==> config.mk <==
export PLATFORM = sky130hd
export DESIGN_NAME = vga_timing_rx
export DESIGN_NICKNAME = d
export VERILOG_FILES = /design/src/rtl/vga_timing_pkg.sv /design/src/rtl/vga_rx_crc16.sv /design/src/rtl/vga_timing_rx.sv
export SDC_FILE = /design/constraint.sdc
export NUM_CORES = 1
export LEC_CHECK = 0
export ABC_AREA = 1
export CORE_ASPECT_RATIO = 0.6
export CORE_MARGIN = 3
export CORE_UTILIZATION = 50
export DETAILED_ROUTE_END_ITERATION = 8
export GPL_ROUTABILITY_DRIVEN = 0
export GPL_TIMING_DRIVEN = 0
export PLACE_DENSITY = 0.77
export SYNTH_ARGS = -nofsm -noshare
export SYNTH_HDL_FRONTEND = slang
export SYNTH_SLANG_ARGS = --single-unit
==> constraint.sdc <==
create_clock -name clk -period 1.95 [get_ports clk]
set_input_delay 0.39 -clock clk [delete_from_list [all_inputs] [get_ports clk]]
set_output_delay 0.39 -clock clk [all_outputs]
set_load 0.1 [all_outputs]
==> src/rtl/vga_timing_pkg.sv <==
// vga_timing_pkg
//   Shared definitions for the VGA timing receiver: default 640x480@60 timing
//   constants, receiver lock-state encoding and the CRC-16/CCITT step helper
//   used by the optional frame CRC.
//   No ports.
package vga_timing_pkg;

  localparam int VGA_H_ACTIVE = 640;
  localparam int VGA_H_FP     = 16;
  localparam int VGA_H_SYNC   = 96;
  localparam int VGA_H_BP     = 48;
  localparam int VGA_H_TOTAL  = VGA_H_ACTIVE + VGA_H_FP + VGA_H_SYNC + VGA_H_BP;

  localparam int VGA_V_ACTIVE = 480;
  localparam int VGA_V_FP     = 10;
  localparam int VGA_V_SYNC   = 2;
  localparam int VGA_V_BP     = 33;
  localparam int VGA_V_TOTAL  = VGA_V_ACTIVE + VGA_V_FP + VGA_V_SYNC + VGA_V_BP;

  localparam logic [15:0] CRC_POLY = 16'h1021;
  localparam logic [15:0] CRC_INIT = 16'hFFFF;

  typedef enum logic [1:0] {
    ST_UNLOCKED = 2'd0,
    ST_MEASURE  = 2'd1,
    ST_LOCKED   = 2'd2
  } rx_state_t;

  // One 12-bit pixel folded into the CRC, MSB first.
  function automatic logic [15:0] crc16_step12(input logic [15:0] crc_in,
                                               input logic [11:0] data);
    logic [15:0] c;
    c = crc_in;
    for (int i = 11; i >= 0; i--) begin
      if (c[15] ^ data[i]) c = {c[14:0], 1'b0} ^ CRC_POLY;
      else                 c = {c[14:0], 1'b0};
    end
    return c;
  endfunction

endpackage

==> src/rtl/vga_rx_crc16.sv <==
// vga_rx_crc16
//   Running CRC-16/CCITT accumulator, one 12-bit pixel per enabled cycle.
//   clk, reset : clock, synchronous active-high reset (acc -> 0xFFFF)
//   en         : fold din into the accumulator
//   clr        : restart at 0xFFFF (wins over en)
//   din[11:0]  : pixel colour
//   crc[15:0]  : current accumulator value
module vga_rx_crc16
  import vga_timing_pkg::*;
(
  input  logic        clk,
  input  logic        reset,
  input  logic        en,
  input  logic        clr,
  input  logic [11:0] din,
  output logic [15:0] crc
);

  always_ff @(posedge clk) begin
    if (reset || clr) crc <= CRC_INIT;
    else if (en)      crc <= crc16_step12(crc, din);
  end

endmodule

==> src/rtl/vga_timing_rx.sv <==
// vga_timing_rx
//   VGA sink: recovers pixel coordinates and frame timing from an
//   hsync/vsync/RGB stream, checks line and frame lengths and locks after
//   LOCK_FRAMES consecutive clean frames.
//   Optional feature macro: VGA_RX_CRC_EN adds frame_crc/crc_valid.
// Ports
//   clk, reset      : clock, synchronous active-high reset
//   pix_en          : pixel tick; every register advances only on it
//   hsync, vsync    : sync inputs, active level SYNC_ACT
//   rgb_in[11:0]    : colour {R4,G4,B4}
//   x[9:0], y[9:0]  : active-window coordinates (0 outside the window)
//   rgb_out[11:0]   : colour aligned to x/y, 0 unless pix_valid
//   pix_valid       : locked and inside the active window
//   frame_start     : pix_valid at (0,0)
//   locked          : timing lock
//   err_hlen        : one-tick pulse, bad line length
//   err_vlen        : one-tick pulse, bad frame length
//   frame_crc[15:0], crc_valid : (VGA_RX_CRC_EN) CRC of a completed locked frame
//
// state       | meaning
// ST_UNLOCKED | no timing reference yet, waiting for a vsync edge
// ST_MEASURE  | counting consecutive error-free frames
// ST_LOCKED   | LOCK_FRAMES clean frames seen, pixels are reported
module vga_timing_rx
  import vga_timing_pkg::*;
#(
  parameter int H_ACTIVE    = VGA_H_ACTIVE,
  parameter int H_FP        = VGA_H_FP,
  parameter int H_SYNC      = VGA_H_SYNC,
  parameter int H_BP        = VGA_H_BP,
  parameter int V_ACTIVE    = VGA_V_ACTIVE,
  parameter int V_FP        = VGA_V_FP,
  parameter int V_SYNC      = VGA_V_SYNC,
  parameter int V_BP        = VGA_V_BP,
  parameter bit SYNC_ACT    = 1'b0,
  parameter int LOCK_FRAMES = 2
) (
  input  logic        clk,
  input  logic        reset,
  input  logic        pix_en,
  input  logic        hsync,
  input  logic        vsync,
  input  logic [11:0] rgb_in,
  output logic [9:0]  x,
  output logic [9:0]  y,
  output logic [11:0] rgb_out,
  output logic        pix_valid,
  output logic        frame_start,
  output logic        locked,
  output logic        err_hlen,
  output logic        err_vlen
`ifdef VGA_RX_CRC_EN
  ,
  output logic [15:0] frame_crc,
  output logic        crc_valid
`endif
);

  localparam int H_TOTAL = H_ACTIVE + H_FP + H_SYNC + H_BP;
  localparam int V_TOTAL = V_ACTIVE + V_FP + V_SYNC + V_BP;
  localparam int H_OFS   = H_SYNC + H_BP;
  localparam int V_OFS   = V_SYNC + V_BP;

  // Sync levels are stored as "asserted" flags so reset means "not in sync".
  logic        hs_s1, hs_s2, vs_s1, vs_s2;
  logic [11:0] rgb_s1, rgb_s2;
  logic [10:0] hcnt;
  logic [9:0]  vcnt;
  logic        h_started, v_started, vs_edge_q;
  logic        hs_edge, vs_edge;
  logic [11:0] hlen;
  logic [10:0] vlen;
  rx_state_t   state, state_nxt;
  logic [7:0]  good_cnt, good_nxt;
  logic        h_in, v_in;

  assign hs_edge = hs_s1 & ~hs_s2;
  assign vs_edge = vs_s1 & ~vs_s2;
  assign hlen    = {1'b0, hcnt} + 12'd1;
  // Lines in the frame include the line whose hsync coincides with vsync.
  assign vlen    = {1'b0, vcnt} + {10'd0, hs_edge};

  always_ff @(posedge clk) begin
    if (reset) begin
      hs_s1     <= 1'b0;
      hs_s2     <= 1'b0;
      vs_s1     <= 1'b0;
      vs_s2     <= 1'b0;
      rgb_s1    <= '0;
      rgb_s2    <= '0;
      hcnt      <= '0;
      vcnt      <= '0;
      h_started <= 1'b0;
      v_started <= 1'b0;
      vs_edge_q <= 1'b0;
      err_hlen  <= 1'b0;
      err_vlen  <= 1'b0;
    end else if (pix_en) begin
      hs_s1     <= (hsync == SYNC_ACT);
      hs_s2     <= hs_s1;
      vs_s1     <= (vsync == SYNC_ACT);
      vs_s2     <= vs_s1;
      rgb_s1    <= rgb_in;
      rgb_s2    <= rgb_s1;
      if (hs_edge)                hcnt <= '0;
      else if (hcnt != 11'h7FF)   hcnt <= hcnt + 11'd1;
      if (vs_edge)                vcnt <= '0;
      else if (hs_edge && vcnt != 10'h3FF) vcnt <= vcnt + 10'd1;
      // The first edge after reset only establishes a reference.
      err_hlen  <= hs_edge & h_started & (hlen != 12'(H_TOTAL));
      err_vlen  <= vs_edge & v_started & (vlen != 11'(V_TOTAL));
      vs_edge_q <= vs_edge;
      if (hs_edge) h_started <= 1'b1;
      if (vs_edge) v_started <= 1'b1;
    end
  end

  always_ff @(posedge clk) begin
    if (reset) begin
      state    <= ST_UNLOCKED;
      good_cnt <= '0;
    end else if (pix_en) begin
      state    <= state_nxt;
      good_cnt <= good_nxt;
    end
  end

  always_comb begin
    state_nxt = state;
    good_nxt  = good_cnt;
    case (state)
      ST_UNLOCKED: begin
        if (vs_edge_q) begin
          state_nxt = ST_MEASURE;
          good_nxt  = '0;
        end
      end
      ST_MEASURE: begin
        if (err_hlen || err_vlen) begin
          state_nxt = ST_UNLOCKED;
          good_nxt  = '0;
        end else if (vs_edge_q) begin
          good_nxt = good_cnt + 8'd1;
          if (good_cnt + 8'd1 >= 8'(LOCK_FRAMES)) state_nxt = ST_LOCKED;
        end
      end
      ST_LOCKED: begin
        if (err_hlen || err_vlen) begin
          state_nxt = ST_UNLOCKED;
          good_nxt  = '0;
        end
      end
      default: begin
        state_nxt = ST_UNLOCKED;
        good_nxt  = '0;
      end
    endcase
  end

  assign locked = (state == ST_LOCKED);
  assign h_in   = (hcnt >= 11'(H_OFS)) && (hcnt < 11'(H_OFS + H_ACTIVE));
  assign v_in   = (vcnt >= 10'(V_OFS)) && (vcnt < 10'(V_OFS + V_ACTIVE));

  always_comb begin
    x           = '0;
    y           = '0;
    pix_valid   = 1'b0;
    rgb_out     = '0;
    frame_start = 1'b0;
    if (h_in && v_in) begin
      x = 10'(hcnt - 11'(H_OFS));
      y = vcnt - 10'(V_OFS);
    end
    pix_valid   = locked & h_in & v_in;
    if (pix_valid) rgb_out = rgb_s2;
    frame_start = pix_valid && (x == 10'd0) && (y == 10'd0);
  end

`ifdef VGA_RX_CRC_EN
  logic [15:0] crc_acc;

  // The vsync edge both closes the previous frame and restarts the CRC.
  vga_rx_crc16 u_crc (
    .clk   (clk),
    .reset (reset),
    .en    (pix_en & pix_valid),
    .clr   (pix_en & vs_edge_q),
    .din   (rgb_out),
    .crc   (crc_acc)
  );

  always_ff @(posedge clk) begin
    if (reset) begin
      frame_crc <= '0;
      crc_valid <= 1'b0;
    end else if (pix_en) begin
      crc_valid <= vs_edge_q & locked;
      if (vs_edge_q && locked) frame_crc <= crc_acc;
    end
  end
`endif

endmodule
; Yosys cells after proc, flatten, opt, wreduce, memory -nomap -nowiden
; Cells that the tools add are included.
[op_classes]
add_sub_neg = 7
order_cmp = 5
eq_ne = 10
n_mux = 18
n_bitwise = 12
reduce_logical = 18
[ops]
columns = op, n
row1 = 2-to-1 mux 10 bit, 4
row2 = 2-to-1 mux 8 bit, 4
row3 = case mux 8 bit (3 select lines), 1
row4 = 2-to-1 mux 11 bit, 2
row5 = logical NOT 10 bit, 2
row6 = "adder 11 x 1 -> 12 bit, second input constant", 1
row7 = 2-to-1 mux 12 bit, 1
row8 = "!= test 12 x 10 -> 1 bit, second input constant", 1
row9 = adder 10 x 1 -> 11 bit, 1
row10 = "adder 11 x 1 -> 11 bit, second input constant", 1
row11 = ">= comparator 11 x 8 -> 1 bit, second input constant", 1
row12 = "less-than comparator 11 x 10 -> 1 bit, second input constant", 1
row13 = "!= test 11 x 10 -> 1 bit, second input constant", 1
row14 = "!= test 11 bit, second input constant", 1
row15 = "adder 10 x 1 -> 10 bit, second input constant", 1
row16 = ">= comparator 10 x 6 -> 1 bit, second input constant", 1
row17 = "less-than comparator 10 bit, second input constant", 1
row18 = 2-to-1 mux 2 bit, 5
row19 = "!= test 10 bit, second input constant", 1
row20 = "subtractor 10 x 6 -> 10 bit, second input constant", 1
row21 = "subtractor 10 x 8 -> 10 bit, second input constant", 1
row22 = "adder 8 x 1 -> 8 bit, second input constant", 1
row23 = bitwise AND 1 bit, 8
row24 = ">= comparator 8 x 2 -> 1 bit, second input constant", 1
row25 = other kinds (14), 27
[totals]
reg_bits = 64
inputBits = 17
out_inout_bits = 37
elab_cells = 85

; Longest topological paths before layout
; Gate-level depths: netlist of run 1.
[depth]
depth_word = 7
depth_mapped = 14

; Worst setup path after synthesis of run 1
; No wires, ideal clock.
[synth_path]
path_type = register to output
from = register state[1]
to = output port rgb_out[0]
arrival_ns = 3.868
slack_ns = -2.308
stages_incl_launch_ff = 7
path_cell_list = dfxtp_1 > inv_1 > nor2_1 > inv_1 > nor2_8 > inv_2 > nor2_1
[synth_via]
elab_chain_cells = 4
[synth_lines]
columns = element, line
row1 = "start, declared", vga_timing_rx.sv:73  ; rx_state_t state, state_nxt;
row2 = "start signal, assigned", vga_timing_rx.sv:123  ; state <= state_nxt;
row3 = == test 2 bit, vga_timing_rx.sv:160  ; assign locked = (state == ST_LOCKED);
row4 = via locked, vga_timing_rx.sv:49  ; output logic locked,
row5 = bitwise AND 1 bit (2 in series), vga_timing_rx.sv:174  ; pix_valid = locked & h_in & v_in;
row6 = via pix_valid, vga_timing_rx.sv:47  ; output logic pix_valid,
row7 = 2-to-1 mux 12 bit, vga_timing_rx.sv:175  ; if (pix_valid) rgb_out = rgb_s2;
row8 = "end, declared", vga_timing_rx.sv:46  ; output logic [11:0] rgb_out,
; The timed path passes the listed nets, and every way through them passes these cells.

; Final worst setup path of run 1
[layout_path]
from = register vcnt[7]
to = output port frame_start
[layout_via]
elab_chain_cells = 7
word_cells_on_any_way = 12
classes_between = add/sub: 1 / order compare: 2 / mux: 2 / bitwise: 1 / reduce/logical: 6
[layout_lines]
columns = element, line
row1 = "start, declared", vga_timing_rx.sv:68  ; logic [9:0] vcnt;
row2 = "start signal, assigned", vga_timing_rx.sv:108  ; else if (hs_edge && vcnt != 10'h3FF) vcnt <= vcnt + 10'd1;
row3 = >= comparator 10 x 6 -> 1 bit or less-than comparator 10 bit (tied branches), vga_timing_rx.sv:162  ; assign v_in = (vcnt >= 10'(V_OFS)) && (vcnt < 10'(V_OFS + V_ACTIVE));
row4 = logical AND 1 bit, vga_timing_rx.sv:162
row5 = logical AND 1 bit, vga_timing_rx.sv:170  ; if (h_in && v_in) begin
row6 = 2-to-1 mux 10 bit, vga_timing_rx.sv:170
row7 = logical NOT 10 bit, vga_timing_rx.sv:176  ; frame_start = pix_valid && (x == 10'd0) && (y == 10'd0);
row8 = logical AND 1 bit, vga_timing_rx.sv:176
row9 = logical AND 1 bit (*), vga_timing_rx.sv:176
row10 = "end, declared", vga_timing_rx.sv:48  ; output logic frame_start,
; Mark *: on every way between the ends. The rest lies on a longest branch, timed or not.

==> results.json, run 1 <==
{
  "cp_cell_sequence": "buf_6 > nor2_4 > nand3_2 > o21ai_2 > nand2_2 > buf_6 > nor2_4 > nand4_1 > inv_1 > nand2_2 > nor2_4 > buf_12",
  "tightest_slew_ns": 0.9750,
  "drtIter0Drc": 809,
  "critPathLaunchType": "flip-flop",
  "rrSetupSlack_ns": -0.07,
  "grtUsageTotal": 0.2827,
  "drt_wl_total_um": 15220,
  "first_pass_iters": 6,
  "rr_endpoint": "hcnt[6]",
  "drv_cap": 0,
  "clkPwrFrac": 0.453,
  "cts_buffer_depth": 2,
  "r2r_cells": 9,
  "p_sw_frac": 0.2960,
  "synth_top_family_by_area": "simple AND/OR/NAND/NOR gates",
  "fin_crit_sh": 1.424,
  "nNetsFinal": 722,
  "finalClockSkew_ns": 0.007474,
  "synth-xor-area-share": 0.01770,
  "endpoint_kind": "output port",
  "dieWidth_um": 120.9,
  "synth_most_common_cell": "nand2_1",
  "worstPathArrival_ns": 2.39,
  "worst-path-stages": 12,
  "hold_depth": 2,
  "io_pins": 54,
  "clk_pin_slew_ns": 0.06,
  "htreeDepth": 3,
  "finalHoldViolCount": 0,
  "clk_latency_ns": 0.33,
  "synth_ff_type": "dfxtp_1",
  "synth_fa_ha_area_frac": 0.03161,
  "worstPathBufferInverterCount": 4,
  "grt_pass1_wl_um": 20010,
  "drv_slew": 0,
  "status": "complete, but fails checks",
  "yosys_warnings": 0,
  "seqCellArea_sq_mm": 0.001310,
  "multi_input_area_sq_mm": 0.002554,
  "routedWlPerCell_um": 18.92,
  "hold_end": "v_started",
  "gr-total-overflow": 0,
  "yosys-top-cells-count": "122 x nand2_1, 92 x nor2_1, 75 x inv_1, 64 x dfxtp_1, 51 x a21oi_1",
  "relSlewSlack": 0.3525,
  "dpl.hpwl_um": 8192,
  "p_per_area_mw_per_mm2": 619.1,
  "peakVddDrop_v": 0.0005057,
  "path_common_cell": "nor2_4",
  "crit_path_max_incr_delay_ns": 0.31,
  "cts.root.buffer_cell": "clkbuf_16",
  "synth-simple-area-share": 0.3650,
  "cts_sinks": 64,
  "synth_fp_nets": 630,
  "dieArea_sq_mm": 0.009057,
  "cts_hold_buf": 0,
  "layout_setup_ws_ns": -0.8265,
  "min_from": "v_started",
  "cts_buffers": 9,
  "ys_types": 36,
  "cp_max_fo": 8,
  "muxShareOfSynthArea": 0,
  "vias": 4785,
  "slowest_stage": "dfxtp_1",
  "worst-setup-path-type": "reg -> out",
  "violations": "setup timing",
  "viasPerCell": 5.951,
  "syn_to_final_growth_pct": 50.22,
  "p_sw_w": 0.001090,
  "n_antenna_cell": 0,
  "ant_nets": 0,
  "grt_pass1_vias": 4094,
  "period_minus_slack_ns": 2.777,
  "setup_viol": 39,
  "fillers": 440,
  "dpl_worst_slack_ns": -1.316,
  "io_buffers": 52,
  "async_flop_share": 0,
  "synth_compound_area_frac": 0.1498,
  "antenna_found_initial": 0,
  "synth.largest_area_cell": "dfxtp_1",
  "fp-row-count": 24,
  "synth_area_leaders": "dfxtp_1 32%, nand2_1 12%, nor2_1 8.7%, inv_1 7.1%, a21oi_1 6.4%",
  "synth_edf_count": 0,
  "rsz0062_at_grt": "yes",
  "dp.cells": 759,
  "route.detailed.drc": 0,
  "synth_area_sq_mm": 0.003959,
  "die_y_um": 74.93,
  "crit_family": "simple AND/OR/NAND/NOR gates",
  "core_sq_mm": 0.007477,
  "start_util": 0.5295,
  "drive_gt1_frac": 0.2971,
  "required_ns": 1.56,
  "ys_ff_latch": 64,
  "netlist.area_leader.share": 0.3236,
  "cts_tree": "yes",
  "fmax_mhz": 360.2,
  "hold_class": "reg -> reg",
  "p_comb_frac": 0.159,
  "synth_cells": 603,
  "p_int_w": 0.002592,
  "p_leak_nw": 2.455,
  "fin_cells": 804,
  "grt_max_degree": 13,
  "reg2reg_from": "hcnt[0]",
  "fin_util": 0.7953,
  "seq_power_share": 0.388,
  "avgSynthCellArea_sq_um": 6.565,
  "seq_area_frac_synth": 0.3236
}
## logic make-up (layout without fill, tap and decap cells)
logic type	Yosys count	count (layout)
xor gates and xnor gates	8	8
adders and majority gates	10	10
DFF	64	64
buffers and inverters	106	202
and+or+nand+nor	308	309
AOI/OAI and AO/OA	107	107
## layout by cell type, fill, tap and decap left out, drive strengths merged, types with 2 or more instances in the layout
cell type / count
nand2: 127
nor2: 112
inv: 78
buf: 71
dfxtp: 64
a21oi: 52
o21ai: 46
nand3: 42
clkbuf: 24
clkdlybuf4s50: 15
clkinvlp: 10
nand4: 10
ha: 10
xor2: 8
nand3b: 8
a211oi: 7
nor3: 5
or2: 3
clkdlybuf4s15: 2
## state kept, by name, summed over array words and instances, names as in the netlist
register / count
err_hlen: 1
rgb_s1: 12
vs_edge_q: 1
rgb_s2: 12
good_cnt: 8
hs_s1: 1
v_started: 1
vcnt: 10
hcnt: 11
h_started: 1
err_vlen: 1
vs_s2: 1
state: 2
vs_s1: 1
hs_s2: 1
## worst max-delay path by stage
stage | from | endpoint | slack [ns]
floorplan | vcnt[1] | rgb_out[10] | -0.70
finish | vcnt[7] | frame_start | -0.83
detailed placement | hcnt[0] | rgb_out[4] | -1.32
global route | vcnt[5] | frame_start | -0.84
CTS | vcnt[1] | rgb_out[2] | -0.61
global placement | hcnt[0] | rgb_out[4] | -1.30
## power groups by stage
stage	combinational [W]	clock (W)	sequential, W
6_report	0.000586	0.00167	0.00143
2_1_floorplan	0.000345	0	0.00144
3_3_place_gp	0.000461	0	0.00145
3_5_place_dp	0.000471	0	0.00145
5_1_grt	0.000626	0.00172	0.00143
4_1_cts	0.000499	0.00165	0.00142
## routing by layer
layer / GRT usage / part of all wire / vias up
li1: - / - / 2121
met1: 0.3756 / 0.39 / 2146
met2: 0.4692 / 0.44 / 407
met3: 0.06081 / 0.12 / 111
met4: 0.08794 / 0.056 / 0
met5: 0 / 0 / -
## cell type report
class,count,area share
sequential,64,0.2203
buffer,22,0.02735
clock buffer,10,0.04019
multi-input combinational,434,0.4294
inverter,84,0.06038
clock inverter,6,0.01115
timing repair buffer,80,0.1894
tap,104,0.02188
## worst min-delay path, delay by kind of cell, from the launching register on
family | cells | cell delay [ns]
compound gates | 1 | 0.06
flops | 1 | 0.30
buf+inv | 1 | 0.06
## per-stage QoR
stage               TNS [ns]  hold WS, ns  power (W)  instance area [sq um]
finish                -23.05       0.4631   0.003682                   5947
global route          -24.82       0.4933   0.003785                   5947
CTS                   -17.65       0.4626   0.003576                   5699
detailed placement    -45.69       0.4553   0.001923                   4790
global placement      -42.90       0.4428   0.001909                   4790
floorplan             -12.86       0.4362   0.001786                   4139
## repair_timing
item | CTS | global route
cloned | 2 | 1
pin swaps | 25 | 14
gates resized for setup | 348 | 48
setup endpoints to repair | 38 | 64
buffers inserted | 13 | 13
Note: power is estimated with default switching activity, not from simulation.
==> inputs of run 2 (changes only) <==
--- a/config.mk
+++ b/config.mk
@@ -9,10 +9,12 @@
 export CORE_ASPECT_RATIO = 0.6
 export CORE_MARGIN = 3
 export CORE_UTILIZATION = 50
+export CTS_CLUSTER_SIZE = 12
 export DETAILED_ROUTE_END_ITERATION = 8
 export GPL_ROUTABILITY_DRIVEN = 0
 export GPL_TIMING_DRIVEN = 0
 export PLACE_DENSITY = 0.77
 export SYNTH_ARGS = -nofsm -noshare
 export SYNTH_HDL_FRONTEND = slang
+export SYNTH_HIERARCHICAL = 1
 export SYNTH_SLANG_ARGS = --single-unit
==> results of run 2 <==
Final layout, timing and power as in run 1 (identical DEF).
Main changes from that run: Yosys warning count 0 -> 6
